<file path="config.mk">
export PLATFORM = sky130hd
export DESIGN_NAME = lfsr_rng
export DESIGN_NICKNAME = d
export VERILOG_FILES = /design/src/rtl/lfsr_rng.sv
export SDC_FILE = /design/constraint.sdc
export NUM_CORES = 1
export LEC_CHECK = 0
export BUFFER_PORTS_ARGS = -buffer_cell sky130_fd_sc_hd__buf_2
export CAP_MARGIN = 15
export CORE_ASPECT_RATIO = 1.5
export CORE_UTILIZATION = 47
export DETAILED_ROUTE_END_ITERATION = 10
export GPL_TIMING_DRIVEN = 0
export MAX_ROUTING_LAYER = met4
export PLACE_DENSITY = 0.82
export SLEW_MARGIN = 15
export SYNTH_ARGS = -nofsm -noshare
export SYNTH_HDL_FRONTEND = slang
export SYNTH_SLANG_ARGS = --single-unit
</file>
<file path="constraint.sdc">
create_clock -name clk -period 1.5 [get_ports clk]
set_input_delay 0.15 -clock clk [delete_from_list [all_inputs] [get_ports clk]]
set_output_delay 0.15 -clock clk [all_outputs]
set_load 0.005 [all_outputs]
</file>
<file path="src/rtl/lfsr_rng.sv">
// rtl/lfsr_rng.sv - LFSR random generator with Fibonacci/Galois stepping and range-limited draws
// A draw re-steps the LFSR until the low OUT_W bits fall within LIMIT, or falls back to LIMIT.
module lfsr_rng #(
   parameter int              WIDTH     = 16,
   parameter int              OUT_W     = 5,
   parameter logic [WIDTH-1:0] TAPS     = 16'hB400,
   parameter logic [WIDTH-1:0] SEED     = 16'hACE1,
   parameter int              LIMIT     = 23,
   parameter int              MAX_TRIES = 8
) (
   input  logic             clk,
   input  logic             rst_n,
   input  logic             en,
   input  logic             mode,
   input  logic             load,
   input  logic [WIDTH-1:0] seed_in,
   input  logic             req,
   output logic             busy,
   output logic             valid,
   output logic [OUT_W-1:0] data,
   output logic [WIDTH-1:0] state_out,
   output logic             lockup
);

   localparam int TRY_W = $clog2(MAX_TRIES + 1);

   localparam logic [0:0] S_IDLE = 1'b0;
   localparam logic [0:0] S_DRAW = 1'b1;

   localparam logic [OUT_W-1:0] LIMIT_V  = OUT_W'(LIMIT);
   localparam logic [TRY_W-1:0] LAST_TRY = TRY_W'(MAX_TRIES - 1);

   logic [0:0]       fsm;
   logic [TRY_W-1:0] tries;
   logic [WIDTH-1:0] lfsr;
   logic [WIDTH-1:0] step_raw;
   logic [WIDTH-1:0] step_next;
   logic             step_zero;
   logic [OUT_W-1:0] cand;

   always_comb begin
      step_raw = '0;
      if (mode)
         step_raw = (lfsr >> 1) ^ (lfsr[0] ? TAPS : '0);
      else
         step_raw = {lfsr[WIDTH-2:0], ^(lfsr & TAPS)};
      // A step that lands on the all-zero state would stick forever; recover to SEED.
      step_zero = (step_raw == '0);
      step_next = step_zero ? SEED : step_raw;
      cand      = step_next[OUT_W-1:0];
   end

   always_ff @(posedge clk or negedge rst_n) begin
      if (!rst_n) begin
         fsm    <= S_IDLE;
         tries  <= '0;
         lfsr   <= SEED;
         data   <= '0;
         valid  <= 1'b0;
         lockup <= 1'b0;
      end else begin
         valid  <= 1'b0;
         lockup <= 1'b0;
         if (load) begin
            fsm   <= S_IDLE;
            tries <= '0;
            if (seed_in == '0) begin
               lfsr   <= SEED;
               lockup <= 1'b1;
            end else begin
               lfsr <= seed_in;
            end
         end else if (fsm == S_DRAW) begin
            lfsr   <= step_next;
            lockup <= step_zero;
            if (cand <= LIMIT_V) begin
               data  <= cand;
               valid <= 1'b1;
               fsm   <= S_IDLE;
            end else if (tries == LAST_TRY) begin
               data  <= LIMIT_V;
               valid <= 1'b1;
               fsm   <= S_IDLE;
            end else begin
               tries <= tries + 1'b1;
            end
         end else if (req) begin
            // The request edge only arms the draw; the first step happens next edge.
            fsm   <= S_DRAW;
            tries <= '0;
         end else if (en) begin
            lfsr   <= step_next;
            lockup <= step_zero;
         end
      end
   end

   assign busy      = (fsm == S_DRAW);
   assign state_out = lfsr;

endmodule

</file>
==> results of run 1 <==
sequential cells by signal (all words and copies together), names as in the netlist:
signal / count
valid: 1
data: 5
lockup: 1
tries: 4
state_out: 16
busy: 1
routing by layer:
metal	vias up	part of all wire [%]	track usage (%)
li1	792	-	-
met1	832	37	31.3
met2	73	54	48.0
met3	25	4.4	3.43
met4	0	4.6	19.4
met5	-	0	-
worst reg2reg max path, delay by kind of cell (launching register included):
| kind | cells | cell delay [ns] |
|---|---|---|
| xor+xnor | 2 | 0.21 |
| compound gates | 1 | 0.16 |
| flops | 1 | 0.57 |
| buf+inv | 2 | 0.34 |
| mux | 1 | 0.25 |
| simple gates | 1 | 0.14 |
Yosys cell counts (2+ instances only):
library cell               number
sky130_fd_sc_hd__dfstp_2        8
sky130_fd_sc_hd__nor2_1        20
sky130_fd_sc_hd__o21ai_0        3
sky130_fd_sc_hd__nand4_1        3
sky130_fd_sc_hd__a22oi_1        2
sky130_fd_sc_hd__nor4_1         6
sky130_fd_sc_hd__clkbuf_1       5
sky130_fd_sc_hd__buf_2          2
sky130_fd_sc_hd__nand2_1       12
sky130_fd_sc_hd__xor2_1         2
sky130_fd_sc_hd__nand3b_1       2
sky130_fd_sc_hd__dfrtp_1       20
sky130_fd_sc_hd__buf_1          2
sky130_fd_sc_hd__o22ai_1        9
sky130_fd_sc_hd__buf_4          2
sky130_fd_sc_hd__a21oi_1       24
sky130_fd_sc_hd__mux2_2         3
sky130_fd_sc_hd__nand3_1        2
sky130_fd_sc_hd__inv_1          5
sky130_fd_sc_hd__nor2b_1        3
sky130_fd_sc_hd__mux2i_1       12
sky130_fd_sc_hd__o22a_1         2
sky130_fd_sc_hd__a211oi_1       3
sky130_fd_sc_hd__a31oi_1        2
sky130_fd_sc_hd__xnor2_1        5
sky130_fd_sc_hd__nor3_1         6
per-stage QoR:
stage               power [W]  setup WS, ns  setup TNS [ns]  instances  hold slack, ns
finish                0.00255        -0.241           -1.97        289           0.184
global route          0.00268        -0.303           -2.95        289           0.185
CTS                   0.00244        -0.145           -1.27        285           0.178
detailed placement    0.00186        -0.375           -3.59        266           0.206
global placement      0.00184        -0.348           -3.36        266           0.199
floorplan             0.00155       -0.0333          -0.153        181          -0.146
what timing repair did:
item                       4_1_cts  5_1_grt
buffers inserted                15        4
pin swaps                       11        7
resized for setup               21        9
gates cloned                     0        0
hold endpoints to repair        20        0
setup endpoints to repair       20       21
hold buffers                     1        0
cells by family after synthesis:
group,synth area share [%]
simple gates,17.3
buf+inv,4.90
fa+ha+maj,0.754
mux,10.1
xor+xnor,3.70
compound gates,20.4
flops,42.8
layout make-up:
cell class | count | area, um2
buffer | 12 | 70.1
clock buffer | 4 | 45.0
fill | 281 | 1080
inverter | 5 | 18.8
multi-input combinational | 136 | 1020
sequential | 28 | 713
tap | 42 | 52.6
timing repair buffer | 62 | 380
power by group through the flow:
stage               clock, W  sequential (W)  combinational, W
finish              0.000430         0.00108           0.00103
CTS                 0.000435         0.00107          0.000937
detailed placement         0         0.00110          0.000761
floorplan                  0         0.00108          0.000478
global route        0.000464         0.00110           0.00112
global placement           0         0.00110          0.000746
path summary, 6_finish.rpt:
kind	startpoint	endpoint	slack, ns
max	state_out[13]	lockup	-0.24
min	seed_in[12]	state_out[12]	0.18
max reg2reg	state_out[13]	lockup	-0.24
min reg2reg	data[4]	data[4]	0.50
max in group asynchronous	rst_n	state_out[14]	0.62
min in group asynchronous	rst_n	busy	0.42
==> summary by stage, run 1 <==
Yosys
The share of async-settable or async-resettable flops after synthesis is 100%. The Yosys warning count is 0. The prevailing post-synth register cell is sky130_fd_sc_hd__dfrtp_1. The number of distinct library cell variants in the gate-level netlist after synthesis is 42. Summed over its instances, the top area cell type makes up 30.2% of the synthesized netlist area.

The number of synthesized flops with an enable pin is 0. Yosys attributes the largest share of cell area to sky130_fd_sc_hd__dfrtp_1 (30%), sky130_fd_sc_hd__dfstp_2 (13%), sky130_fd_sc_hd__a21oi_1 (7.2%). Averaged over all synthesized cells, the footprint is 9.17 um2. The largest area contributor in the netlist is sky130_fd_sc_hd__dfrtp_1.

When the netlist entered floorplanning its net count stood at 204. In this run the cell area of the synthesized design comes to 1660 um2. The count of state elements after synthesis is 28.

The sequential element share of the synthesized area is 42.8%. Synthesis produced a netlist whose cell count is 181.

Final layout
The antenna diode count is 0. In the final layout, the share of cells above drive strength 1 is 45.3%. The library cell used most frequently in the layout, excluding fill and tap cells, is sky130_fd_sc_hd__buf_2. With fillers left out, the area of the finished cells amounts to 2300 um2. The final layout net count is 271. Measured on the finished design, the core utilization comes to 68.0%. Compared with the post-synthesis result, the final layout area differs by 38.8%.

Leaving out fill and tap cells, the most frequent cells in the layout are sky130_fd_sc_hd__buf_2 (48), sky130_fd_sc_hd__nor2_1 (20), sky130_fd_sc_hd__a21oi_1 (20).

GRT
The first-pass GRT wire length is 7780 um. In the global route stage, overall resource usage came out at 28.5%. The number of global-route vias before repair is 1,731. The initial antenna violation count came to 0.

The total congestion overflow is 0. Entering global routing, the biggest net connects 29 pins.

Detailed routing
The number of DRC markers in iteration 0 is 73. The DRC violation count after routing is 0. After detailed routing, the number of vias per cell comes to 5.96.

The routed length per placed instance is 17.8 um. For this block, the routed nets add up to 5150 um of wire. Summing over every cut layer, the via total after detailed routing is 1,722. Once detail routing completed, the nets flagged for antenna violations numbered 0.

The iteration count of the initial detailed-routing pass is 4.

Die
The number of top-level pins is 46. The width of the die is 50.5 um. The number of cell rows is 26. The floorplan step defined a die boundary enclosing 3780 um2. The floorplan step set the die height to 74.8 um. The starting density of the core is 49.0%.

The core outline area is 3380 um2.

Critical path
The depth of the most critical reg-to-reg path is 7. The count of buffering cells on the critical path with inverters included is 2. STA classifies the critical path endpoint as a register.

Among all stages on the critical path, the largest delay is contributed by sky130_fd_sc_hd__dfstp_2. The critical path goes through buf_6, xnor2_2, xnor2_1, mux2i_2, buf_4, nand4_1, a21oi_2. The highest fanout seen on the critical path is 5. On the critical path the largest part of the delay comes from flip-flops. The endpoint required time on the critical path is 1.71 ns. For this run, the slowest stage of the critical path takes 0.57 ns. STA classifies the critical path startpoint as a register.

The signal arrival time at the worst endpoint is 1.95 ns. Counting buffers and inverters, the worst setup path is 7 cells deep. The setup path with the least slack is of type register to register.

Pwr
In this run switching power makes up 35.3% of total power. The worst-case IR drop observed on VDD is 0.000804 V. The leakage dissipation is 1.01 nW. For this design the total switching power over the nets is 0.000901 W. Per report_power, the sequential group accounts for 42.5% of the total. Dividing total power by cell area gives a power density of 1110 nW/um2. Per report_power, the clock group accounts for 16.9% of the total. Per report_power, the combinational group accounts for 40.6% of the total.

Cell internal power was estimated by the tool at 0.00165 W.

STA
In the finished design, the share of the clock period the worst path needs comes to 116%. Across the routed clock network, the largest skew measured is 0.00202 ns. Setup violations remaining at the end of the flow were counted as 12. The final max-slew violation count is 0. The fmax is 575 MHz. Setup repair after global routing could not meet its margin everywhere. The worst slew margin relative to its limit is 56.9%. After layout, the worst setup slack is -0.241 ns. After layout, the minimum clock period comes to 1.74 ns.

The worst-margin pin slew is 0.646 ns. The count of endpoints failing hold in the final timing report is 0.

Place
The wire-length estimate of the detail-placed layout is 3310 um. The placed instances occupy a cell area of 1970 um2. The count of buffers inserted at the top-level ports is 43. At the end of routability-driven placement, the weighted congestion stood at 0.908.

Run
Across the run, the number of max-cap violations was 0.

Status
The checks that failed: negative setup slack. The run finished, with violations left.

CTS
The total clock buffers created by CTS is 3. The insertion delay to the later sink of the worst-skew pair is 0.28 ns. Counting along the longest clock path gives a buffer depth of 2. The tree is rooted in a sky130_fd_sc_hd__clkbuf_8.

The clock-pin transition on the worst setup and hold timing paths is 0.09 ns. TritonCTS built the clock tree. In this run the number of H-tree levels came out at 1. The total clock sinks is 28.

Min path
The path class of the tightest hold or removal check is input pin to register. The number of cells on the worst hold path is 3.
Power figures use the tool's default switching activity.
==> inputs of run 2 (changes only) <==
- CORE_MARGIN: unset -> 5
==> run 2 against run 1 <==
The run still ends with negative setup slack left; clock skew is 0.0035 ns higher; setup slack worse by 0.063 ns; critical path depth is the same; final cell count increased by 1.7%; count of clock-buffer cells in the layout is 1 lower; critical path type unchanged; largest cell class unchanged; largest power group is now combinational logic; highest routed layer unchanged.
==> summary by stage, run 2 (same netlist as run 1, synthesis figures left out) <==
Status
Outcome: finished, violations left (unchanged). Violations in the final reports: negative setup slack (unchanged).

Detailed routing
The iteration count of the initial detailed-routing pass came to 5 (was 4). The total wirelength of the detailed-routed design is 5980 um (was 5150 um). The number of DRC markers in iteration 0 is 123 (was 73). The number of nets with antenna violations after detailed routing is 0 (unchanged). The vias per cell is 6.40 (was 5.96). The DRC violation count after routing is 0 (unchanged). The routed length per placed instance came to 20.4 um (was 17.8 um). The total vias in the final route is 1,881 (was 1,722).

GRT
The global-route usage over all layers is 24.1% (was 28.5%). The initial antenna violation count is 0 (unchanged). The number of global-route vias before repair is 1,782 (was 1,731).

The total congestion overflow is 0 (unchanged). The pin count of the biggest net entering global routing is 29 (unchanged). The first-pass GRT wire length is 8600 um (was 7780 um).

STA
The time the final worst path needs with I/O delays and setup was 1.80 ns (was 1.74 ns). The final worst clock skew is 0.00549 ns (was 0.00202 ns). The setup TNS is -3.26 ns (was -1.97 ns). The worst slew margin relative to its limit is 56.2% (was 56.9%). Setup repair after global routing missed its margin: true (unchanged).

The worst-margin pin slew is 0.658 ns (was 0.646 ns). The final number of setup-violating endpoints came to 17 (was 12). The fmax is 554 MHz (was 575 MHz). The minimum setup slack in the final design is -0.304 ns (was -0.241 ns). The final max-slew violation count is 0 (unchanged). The count of endpoints failing hold in the final timing report is 0 (unchanged). The fraction of the cycle the final worst path needs is 120% (was 116%).

Final layout
The area of the multi-input gates is 1030 um2 (was 1020 um2). The ratio of cells with drive above 1 in the final layout is 48.4% (was 45.3%). The end-of-flow core utilization is 69.7% (was 68.0%). Most used cells in the layout excluding fill and tap cells: sky130_fd_sc_hd__buf_2 (46), sky130_fd_sc_hd__buf_4 (23), sky130_fd_sc_hd__nor2_1 (20), sky130_fd_sc_hd__a21oi_1 (20), sky130_fd_sc_hd__dfrtp_1 (17) (was sky130_fd_sc_hd__buf_2 (48), sky130_fd_sc_hd__nor2_1 (20), sky130_fd_sc_hd__a21oi_1 (20)).

The most frequent standard cell in the layout excluding fill and tap cells is sky130_fd_sc_hd__buf_2 (unchanged). The fill cell instance count of the final layout was 250 (was 281). The number of flip-flops in the largest register came to 16 (unchanged).

The filler-free cell count of the finished design was 294 (was 289). The area used by sequential logic in the layout is 714 um2 (was 713 um2). The relative area change from synthesis to final layout was 43.4% (was 38.8%). The final layout net count was 276 (was 271). The antenna diode count is 0 (unchanged).

Place
The worst setup timing slack at the placement stage is -0.315 ns (was -0.375 ns). The weighted congestion at the end of routability-driven global placement came to 0.955 (was 0.908). The count of buffers inserted at the top-level ports is 43 (unchanged). The sum of net half-perimeters after detailed placement is 3390 um (was 3310 um). The cell count after placement is 266 (unchanged).

Run
The number of max-cap violations is 0 (unchanged).

Critical path
The capture point of the critical path is state_out[11] (was lockup). Chain of cells forming the critical path: buf_6, nor4_1, nand2_1, nand2_1, a311oi_4, buf_6, a21oi_1 (was buf_6, xnor2_2, xnor2_1, mux2i_2, buf_4, nand4_1, a21oi_2). The worst setup slack for register-to-register paths is -0.30 ns (was -0.24 ns).

The highest fanout seen on the critical path is 6 (was 5). The critical path's top delay family was simple AND/OR/NAND/NOR gates (was flip-flops). The depth of the most critical reg-to-reg path is 7 (unchanged).

The slowest library cell on the worst path is sky130_fd_sc_hd__nor4_1 (was sky130_fd_sc_hd__dfstp_2). The signal arrival time at the worst endpoint is 2.02 ns (was 1.95 ns). The beginning of the critical path is state_out[13] (unchanged). The worst flop-to-flop path startpoint is state_out[13] (unchanged). The critical path launch point type is a register (unchanged). The critical path endpoint category is a register (unchanged). The endpoint required time on the critical path is 1.71 ns (about the same).

The start-to-end type of the worst setup path is register to register (unchanged). The longest individual stage delay on the worst path is 0.44 ns (was 0.57 ns). The cell count along the critical path came to 7 (unchanged). The count of buffering cells on the critical path with inverters included is 2 (unchanged). The endpoint of the most critical register-to-register path is state_out[11] (was lockup).

Pwr
The total power came to 0.00285 W (was 0.00255 W). The worst voltage drop across the vdd grid is 0.00103 V (was 0.000804 V). The leakage dissipation is 1.04 nW (was 1.01 nW). The total power per unit cell area came to 1200 nW/um2 (was 1110 nW/um2).

Die
The core outline area is 3420 um2 (was 3380 um2). The die area is 4840 um2 (was 3780 um2). The die extent in y is 82.8 um (was 74.8 um). The number of top-level pins is 46 (unchanged).

The starting density of the core was 48.6% (was 49.0%). The width of the die is 58.5 um (was 50.5 um). The number of cell rows was 26 (unchanged).

Min path
The kind of path behind the tightest hold check is input pin to register (unchanged). The startpoint of the lowest-slack hold path is seed_in[14] (was seed_in[12]).

CTS
The total clock buffers created by CTS came to 3 (unchanged). The TritonCTS clock tree is yes (unchanged). The insertion delay to the later sink of the worst-skew pair is 0.28 ns (about the same).

The H-tree depth is 1 (unchanged). The clock root buffer is sky130_fd_sc_hd__clkbuf_8 (unchanged). The deepest clock path buffer count was 2 (unchanged). The total clock sinks was 28 (unchanged). The clock-pin transition on the worst setup and hold timing paths came to 0.11 ns (was 0.09 ns).
-- run 2: cell types whose count changed in the layout (fill, tap and decap cells not counted), sizes merged --
cell	before	now
buf	69	74
bufinv	0	1
clkbuf	8	7
-- run 2: how the worst min path moves through the flow --
stage | end | slack (ns) | cells after the start
6_report | state_out[14] | 0.18 | 3
5_1_grt | state_out[15] | 0.18 | 3
4_1_cts | state_out[14] | 0.17 | 3
3_5_place_dp | state_out[8] | 0.20 | 1
3_3_place_gp | state_out[8] | 0.20 | 1
2_1_floorplan | busy | -0.15 | 0
-- run 2: area by class of cell --
type                    instances  share of cell area [%]
repair buffers                 68                    17.5
clock inverters                 1                    1.26
plain buffers                  11                    3.00
clock buffers                   3                    1.74
inverters                       5                   0.789
flip-flops and latches         28                    30.0
well taps                      42                    2.21
multi-input cells             136                    43.5
-- run 2: through the flow --
step | instance area (um2) | hold WS (ns)
floorplan | 1700 | -0.146
global placement | 1970 | 0.204
detailed placement | 1970 | 0.201
CTS | 2260 | 0.170
global route | 2380 | 0.184
finish | 2380 | 0.176
-- run 2: routing by layer --
| layer | vias to the layer above | global-route usage (%) | wire length [um] |
|---|---|---|---|
| met5 | - | - | 0 |
| li1 | 806 | - | - |
| met1 | 873 | 27.1 | 2020 |
| met2 | 159 | 41.4 | 3030 |
| met3 | 43 | 2.64 | 553 |
| met4 | 0 | 13.0 | 374 |
-- run 2: worst register-to-register path, cell delays in order (launching register included) --
cell,delay [ns]
sky130_fd_sc_hd__dfstp_2,0.39
sky130_fd_sc_hd__buf_6,0.13
sky130_fd_sc_hd__nor4_1,0.45
sky130_fd_sc_hd__nand2_1,0.11
sky130_fd_sc_hd__nand2_1,0.22
sky130_fd_sc_hd__a311oi_4,0.13
sky130_fd_sc_hd__buf_6,0.17
sky130_fd_sc_hd__a21oi_1,0.15
-- run 2: power breakdown --
| part | leakage, nW | switching (W) | total [W] | internal [W] |
|---|---|---|---|---|
| logic | 0.682 | 0.000552 | 0.00114 | 0.000583 |
| clock network | 0.0357 | 0.000259 | 0.000617 | 0.000358 |
| registers | 0.324 | 0.000169 | 0.00109 | 0.000925 |
| total | 1.04 | 0.000981 | 0.00285 | 0.00187 |
-- run 2: repair_timing --
action	CTS	global route
pin swaps	10	6
setup endpoints to repair	20	24
endpoints found under the hold margin	20	0
setup buffers	17	7
hold buffers	1	0
gates resized for setup	20	18
